--- config.mk ---
export PLATFORM = sky130hd
export DESIGN_NAME = ifetch_queue
export DESIGN_NICKNAME = d
export VERILOG_FILES = /design/src/rtl/ifetch_queue_pkg.sv /design/src/rtl/ifetch_queue_ifq_fifo.sv /design/src/rtl/ifetch_queue.sv
export SDC_FILE = /design/constraint.sdc
export NUM_CORES = 1
export LEC_CHECK = 0
export ABC_AREA = 1
export BUFFER_PORTS_ARGS = -buffer_cell sky130_fd_sc_hd__buf_2
export CAP_MARGIN = 5
export CORE_UTILIZATION = 55
export CTS_CLUSTER_SIZE = 24
export DETAILED_ROUTE_END_ITERATION = 12
export PLACE_DENSITY = 0.78
export RECOVER_POWER = 100
export SLEW_MARGIN = 20
export SYNTH_ARGS = -nofsm -noshare
export SYNTH_HDL_FRONTEND = slang
export SYNTH_SLANG_ARGS = --single-unit
--- constraint.sdc ---
create_clock -name clock -period 4.4 [get_ports clock]
set_input_delay 1.32 -clock clock [delete_from_list [all_inputs] [get_ports clock]]
set_output_delay 1.32 -clock clock [all_outputs]
set_load 0.05 [all_outputs]
--- src/rtl/ifetch_queue_pkg.sv ---
// ifetch_queue_pkg: shared FSM state, queue entry type and PC step for the fetch queue
package ifetch_queue_pkg;
  typedef enum logic [1:0] {IDLE, WAIT, DISCARD} ifq_state_e;
  typedef struct packed {
    logic [31:0] inst;
    logic [31:0] pc;
  } ifq_entry_t;
  localparam logic [31:0] PC_INC = 32'd4;
endpackage

--- src/rtl/ifetch_queue_ifq_fifo.sv ---
// ifq_fifo: DEPTH-entry instruction/PC FIFO, synchronous write, asynchronous read, flush clears it
module ifq_fifo
  import ifetch_queue_pkg::*;
#(
  parameter int DEPTH = 4,
  localparam int PW = $clog2(DEPTH),
  localparam int CW = PW + 1
) (
  input  logic          clock,
  input  logic          reset,
  input  logic          push,
  input  logic          pop,
  input  logic          flush,
  input  logic [31:0]   wr_inst,
  input  logic [31:0]   wr_pc,
  output logic [31:0]   rd_inst,
  output logic [31:0]   rd_pc,
  output logic [CW-1:0] count,
  output logic          empty
);
  logic [PW-1:0] wr_ptr_q, wr_ptr_d, rd_ptr_q, rd_ptr_d;
  logic [CW-1:0] count_q, count_d;
  ifq_entry_t    mem_q [DEPTH];
  ifq_entry_t    head;
  // pointers wrap naturally because DEPTH is a power of two; flush wins over push/pop
  always_comb begin
    wr_ptr_d = flush ? '0 : push ? wr_ptr_q + PW'(1) : wr_ptr_q;
    rd_ptr_d = flush ? '0 : pop ? rd_ptr_q + PW'(1) : rd_ptr_q;
    count_d  = flush ? '0 : count_q + CW'(push) - CW'(pop);
  end
  // pointer and occupancy registers
  always_ff @(posedge clock or negedge reset) begin
    if (!reset) begin
      wr_ptr_q <= '0;
      rd_ptr_q <= '0;
      count_q  <= '0;
    end else begin
      wr_ptr_q <= wr_ptr_d;
      rd_ptr_q <= rd_ptr_d;
      count_q  <= count_d;
    end
  end
  // storage needs no reset: an empty queue masks its read data to zero
  always_ff @(posedge clock) begin
    if (push && !flush) mem_q[wr_ptr_q] <= '{inst: wr_inst, pc: wr_pc};
  end
  assign head    = mem_q[rd_ptr_q];
  assign empty   = count_q == '0;
  assign count   = count_q;
  assign rd_inst = empty ? '0 : head.inst;
  assign rd_pc   = empty ? '0 : head.pc;
endmodule

--- src/rtl/ifetch_queue.sv ---
// ifetch_queue: instruction fetch FSM feeding a FIFO; IFQ_PERF_EN adds stall/flush counters
module ifetch_queue
  import ifetch_queue_pkg::*;
#(
  parameter int          DEPTH    = 4,
  parameter logic [31:0] RESET_PC = 32'h0000_0000
) (
  input  logic        clock,
  input  logic        reset,
  output logic        Icache_req,
  output logic [31:0] Icache_addr,
  input  logic        Icache_ready,
  input  logic        Icache_valid,
  input  logic [31:0] Icache_data,
  output logic [31:0] Ifq_inst,
  output logic [31:0] Ifq_pc,
  output logic        Ifq_empty,
  input  logic        Dispatch_ren,
  input  logic        Jmp_branch_valid,
  input  logic [31:0] Jmp_branch_address
`ifdef IFQ_PERF_EN
  ,
  output logic [31:0] Ifq_stall_cnt,
  output logic [15:0] Ifq_flush_cnt
`endif
);
  localparam int CW = $clog2(DEPTH) + 1;
  ifq_state_e    state_q, state_d;
  logic [31:0]   pc_q, pc_d;
  logic [CW-1:0] count;
  logic          can_req, push, pop;
  // a stale response after reset lands in IDLE and is ignored there
  always_comb begin
    can_req    = count < CW'(DEPTH);
    Icache_req = reset && state_q == IDLE && can_req && !Jmp_branch_valid;
    push       = state_q == WAIT && Icache_valid && !Jmp_branch_valid;
    pop        = Dispatch_ren && !Ifq_empty && !Jmp_branch_valid;
    state_d    = Jmp_branch_valid ? (state_q == WAIT ? DISCARD : IDLE)
               : state_q == IDLE  ? (Icache_req && Icache_ready ? WAIT : IDLE)
               : Icache_valid     ? IDLE : state_q;
    pc_d       = Jmp_branch_valid ? Jmp_branch_address : push ? pc_q + PC_INC : pc_q;
  end
  // FSM state and fetch PC registers
  always_ff @(posedge clock or negedge reset) begin
    if (!reset) begin
      state_q <= IDLE;
      pc_q    <= RESET_PC;
    end else begin
      state_q <= state_d;
      pc_q    <= pc_d;
    end
  end
  assign Icache_addr = {pc_q[31:2], 2'b00};
  ifq_fifo #(.DEPTH(DEPTH)) u_fifo (
    .clock   (clock),
    .reset   (reset),
    .push    (push),
    .pop     (pop),
    .flush   (Jmp_branch_valid),
    .wr_inst (Icache_data),
    .wr_pc   (pc_q),
    .rd_inst (Ifq_inst),
    .rd_pc   (Ifq_pc),
    .count   (count),
    .empty   (Ifq_empty)
  );
`ifdef IFQ_PERF_EN
  logic [31:0] stall_q, stall_d;
  logic [15:0] flush_q, flush_d;
  // saturating event counters
  always_comb begin
    stall_d = (state_q == IDLE && !can_req && !(&stall_q)) ? stall_q + 32'd1 : stall_q;
    flush_d = (Jmp_branch_valid && !(&flush_q)) ? flush_q + 16'd1 : flush_q;
  end
  // counter registers
  always_ff @(posedge clock or negedge reset) begin
    if (!reset) begin
      stall_q <= '0;
      flush_q <= '0;
    end else begin
      stall_q <= stall_d;
      flush_q <= flush_d;
    end
  end
  assign Ifq_stall_cnt = stall_q;
  assign Ifq_flush_cnt = flush_q;
`endif
endmodule

# After elaboration in Yosys (flattened, before gate mapping)
# Memories as Yosys holds them, arrays and structs flattened.
# Cells that the tools add are included.
# word_totals
input_bits	70
regBits	41
out_inout_bits	98
mem_count	1
mem_bits_rw	256
# memory_table
memory	depth	width	rd	rd_ports_with_merged_regs	write_ports	line	source
u_fifo.mem_q	4	64	1	0	1	ifetch_queue_ifq_fifo.sv:23	ifq_entry_t mem_q [DEPTH];
# op_classes
eq_ne	1
n_reduce_logical	16
muxes	16
add_sub_neg	5
n_lt_le_gt_ge	1
# ops
cell	count
32-bit two-way mux	4
32-bit by 3-bit adder with 32-bit output (second input constant)	1
2-bit two-way mux	8
1-bit logical AND	9
2-bit by 1-bit adder with 2-bit output (second input constant)	2
2-bit nonzero test	2
3-bit by 1-bit adder with 3-bit output	1
3-bit zero test	1
3-bit < comparator (second input constant)	1
1-bit two-way mux	3
3-bit two-way mux	1
3-bit nonzero test	1
3-bit by 1-bit subtractor with 3-bit output	1
2-bit by 1-bit == test with 1-bit output (second input constant)	1
1-bit zero test	2
2-bit zero test	1

# Longest topological paths before layout
# logic_depth
ltp_word	8
depth_mapped	11
ltp_nobuf	10

# Modules after synthesis
# A second synthesis with hierarchy kept.
# unflattened
hier_cells	1455
area_unflattened_um2	14213.6
# by_module_without_submodules
mod	seq_area_each_um2	instances	cells_per_inst	area_each_um2
ifq_fifo	7862.5	1	1063	11529.8
ifetch_queue	850.8	1	392	2683.8

# Worst setup path after synthesis
# Ideal clock, no wire load.
# synth_timing
path_type	in2reg
start	input port Icache_valid
end	memory u_fifo.mem_q[0][0] (netlist name) (enable)
n_path_buf	1
arrival_ps	4441
setup_ps	486
stages	5
setup_slack_ps	-527
required_time_ps	3914
path_cell_list	nand3_2 -> inv_1 -> nand2_1 -> buf_2 -> nor2_1
# synth_via
elab_chain_len	5
# synth_lines
item	line	source
start, declared	ifetch_queue.sv:13	input logic Icache_valid,
1-bit logical AND (2 in a row)	ifetch_queue.sv:36	push = state_q == WAIT && Icache_valid && !Jmp_branch_valid;
1-bit logical AND	ifetch_queue_ifq_fifo.sv:45	if (push && !flush) mem_q[wr_ptr_q] <= '{inst: wr_inst, pc: wr_pc};
1-bit two-way mux	ifetch_queue_ifq_fifo.sv:45	
1-bit two-way mux (not written as such)	ifetch_queue_ifq_fifo.sv:45	
end, declared	ifetch_queue_ifq_fifo.sv:23	
# No other way between the ends.

# Final worst setup path
# layout_timing
start	register u_fifo.count_q[2], in the netlist u_fifo.count[2]
end	output port Ifq_pc[19]
# layout_via
elab_chain_len	2
# layout_lines
item	line	source
start, declared	ifetch_queue_ifq_fifo.sv:22	logic [CW-1:0] count_q, count_d;
start signal, assigned	ifetch_queue_ifq_fifo.sv:40	count_q <= count_d;
3-bit zero test	ifetch_queue_ifq_fifo.sv:48	assign empty = count_q == '0;
32-bit two-way mux	ifetch_queue_ifq_fifo.sv:51	assign rd_pc = empty ? '0 : head.pc;
end, declared	ifetch_queue.sv:16	output logic [31:0] Ifq_pc,
# No other way between the ends.

==> impl_results.md <==
* PortBufs at 165
* Unrepaired setup endpoints after global routing: no
* Remaining routing DRC violations at 0
* Worst-Margin Slew at 2.37 ns
* R2R Setup Slk at 1.20 ns
* Clock Path Buffers at 3
* Main combinational cell family by area after synthesis: simple AND/OR/NAND/NOR gates
* M1 GR Usage at 32.5%
* Endpoint class of the critical path: output port
* Required time of the critical path at 3.08 ns
* Clock Power Share at 31.8%
* Failing checks: capacitance limit, slew limit
* Hold WC Path Type: reg2reg
* Layout cells sized above 1 at 8.87%
* Crit share post-route at 91.4%
* GR Util met3 at 3.12%
* Cell Int Power at 5.33 mW
* DRT Wirelength at 29,300 um
* Hold Buf Count CTS at 0
* Startpoint types: register
* Die Footprint at 24,100 um2
* Worst Setup SP: u_fifo.count[2]$_DFF_PN0_
* ANT nets after route at 0
* Vias in the first global route at 8,720
* CP Class: reg2out
* Post-CTS setup buffers at 0
* Seq/Total Area, Yosys at 67.5%
* Mapped Area at 12,900 um2
* Commonest non-fill, non-tap cell in the layout: nor2_1
* Minimum clock period at 4.02 ns
* Starting DRT DRC Count at 817
* Final setup vio count at 0
* Place WS at 0.803 ns
* Die width at 155 um
* Clk sinks at 297
* Async SR Flop Fraction at 13.8%
* Critical R2R Capture: u_fifo.mem_q[2][60]$_DFFE_PP_
* Combinational power share at 30.2%
* Vias/cell at 5.47
* #FFs+latches synth at 297
* Post-Syn Instances at 1,196
* Hold Slack at 0.575 ns
* Post_cts resized at 0
* Synth Area in Compound Gates at 8.88%
* Diodes inserted at 0
* Mux share of post-synthesis cell area at 0%
* Switch share at 38.1%
* First-pass GRT wire length at 45,400 um
* Post-synthesis xor/xnor area fraction at 0.950%
* CTS H-Tree Depth at 1
* Reg clk slew, reported paths at 0.06 ns
* Worst reg2reg startpoint: state_q[1]$_DFFE_PN0P_
* Dominant synthesized flop cell: edfxtp_1
* Sequential group share of total power at 38.0%
* Initial Util at 56.5%
* DP HPWL at 16,800 um
* Commonest cells after routing, fill and taps aside: nor2_1, edfxtp_1, nand2_1
* Nets at 1,396
* Max_cap viols at 3
* Initial antenna violation count at 0
* Post-route setup slack at 0.378 ns
* Max frequency at 0.249 GHz
* Root Driver: clkbuf_16
* Post-synth top area share at 59.6%
* Synth warn at 0
* Simple-Gate Fraction of Synth Area at 16.1%
* Fin Clk Skew at 0.0168 ns
* Status: finished, violations left
* Critical Path AT at 2.70 ns
* Critical-path maximum fanout at 64
* Synth area leader: edfxtp_1
* Sw power at 3.29 mW
* Slew Limit Fails at 172
* Yosys cell types at 39
* Syn-to-layout area delta at 13.7%
* PwrDens at 587 nW/um2
* Post-synth EDFFs at 256
* Peak supply drop at 345 uV
* Final hold viol count at 0
* Cell Rows at 55
* Final GP Congestion at 0.961
* Largest net degree at the start of global routing at 130
* Post-synthesis adder-cell area fraction at 0.834%
* Post-Syn Area per Cell at 10.8 um2
* Core ar. at 22,800 um2
* Wirelength per Cell at 17.7 um
* Met2 Use GR at 42.2%
* CTS tree: done
* Number of CTS-inserted buffers at 30
* Tot GR Track Use at 24.3%
* Reg2reg path depth at 6
* Leak pwr at 5.33 nW
* Synth area leaders: edfxtp_1, nor2_1, dfrtp_1
* Top-level port count at 168
* Die Y at 155 um
* Grt peak-use layer: met2
* Grt total ovfl at 0
* Clock latency on the worst-skew pair at 0.54 ns
* Via count at 9,049
* Slew HR at -57.9%
* Critical Path End: Ifq_pc[19]
* Drt pass-1 iters at 5
[registers in the layout, summed over array words and instances, names as in the netlist]
signal           count
u_fifo.wr_ptr_q      2
state_q              2
pc_q                32
u_fifo.mem_q       256
u_fifo.count         3
u_fifo.rd_ptr_q      2
[cell type report]
class / instances / area [um2]
repair buffers: 179 / 823
inverters: 45 / 170
well taps: 313 / 392
clock inverters: 18 / 263
flip-flops and latches: 297 / 8720
clock buffers: 38 / 822
multi-input cells: 765 / 3480
fillers: 1825 / 8180
[worst max-delay path: stages (launching register included)]
cell and delay (ns):
dfrtp_1 0.42, or2_1 0.32, nor2_4 0.13, clkbuf_4 0.76
a21oi_1 0.12, clkbuf_1 0.37
[worst min-delay path by stage]
stage | startpoint | endpoint | slack, ns | cells after the start
after floorplan | pc_q[0]$_DFFE_PN0P_ | u_fifo.mem_q[0][0]$_DFFE_PP_ | 0.48 | 0
after global placement | pc_q[1]$_DFFE_PN0P_ | u_fifo.mem_q[2][1]$_DFFE_PP_ | 0.53 | 0
after detailed placement | pc_q[1]$_DFFE_PN0P_ | u_fifo.mem_q[0][1]$_DFFE_PP_ | 0.56 | 0
after CTS | pc_q[1]$_DFFE_PN0P_ | u_fifo.mem_q[2][1]$_DFFE_PP_ | 0.57 | 0
after global routing | pc_q[0]$_DFFE_PN0P_ | u_fifo.mem_q[0][0]$_DFFE_PP_ | 0.60 | 0
final | pc_q[0]$_DFFE_PN0P_ | u_fifo.mem_q[1][0]$_DFFE_PP_ | 0.58 | 0
[synth_stat cells (5+ instances only)]
master and count:
o21ai_0 134, clkbuf_1 14, ha_1 7, xor2_1 11, inv_1 42, nand3_1 34, buf_2 17, nand2_1 146
a21oi_1 72, nor2_1 315, edfxtp_1 256, nand2_2 5, nor2_2 6, dfrtp_1 41, buf_4 49, buf_1 8
[power by group through the flow]
stage | Sequential [mW] | Clock (mW) | Combinational (mW)
3_3_place_gp | 3.32 | 0 | 2.66
2_1_floorplan | 3.27 | 0 | 2.13
4_1_cts | 3.27 | 2.78 | 2.71
3_5_place_dp | 3.32 | 0 | 2.70
6_report | 3.27 | 2.74 | 2.60
5_1_grt | 3.28 | 2.89 | 2.77
[routing by layer]
metal	vias to the layer above	part of all wire, %
met3	41	6.6
met1	4357	42
met5	-	0
met4	0	1.6
met2	373	49
li1	4278	-
[per-stage QoR]
stage	instance area, um2	power [mW]	TNS, ns	util [%]	cells
after floorplan	12900	5.40	-134.98	-	1197
after global placement	13800	5.98	0	60.5	1599
after CTS	14900	8.76	0	65.2	1655
after global routing	14700	8.94	0	64.2	1655
after detailed placement	13800	6.02	0	60.5	1599
final	14700	8.61	0	64.2	1655
[cell families (layout without fill, tap and decap cells)]
kind of cell,count (synthesis),in the layout
compound gates,221,221
buf+inv,135,280
fa+ha+maj,8,8
xor+xnor,14,14
other cells,1,2
flops,297,297
simple gates,520,520
No activity file was read; power rests on OpenSTA's default activity.
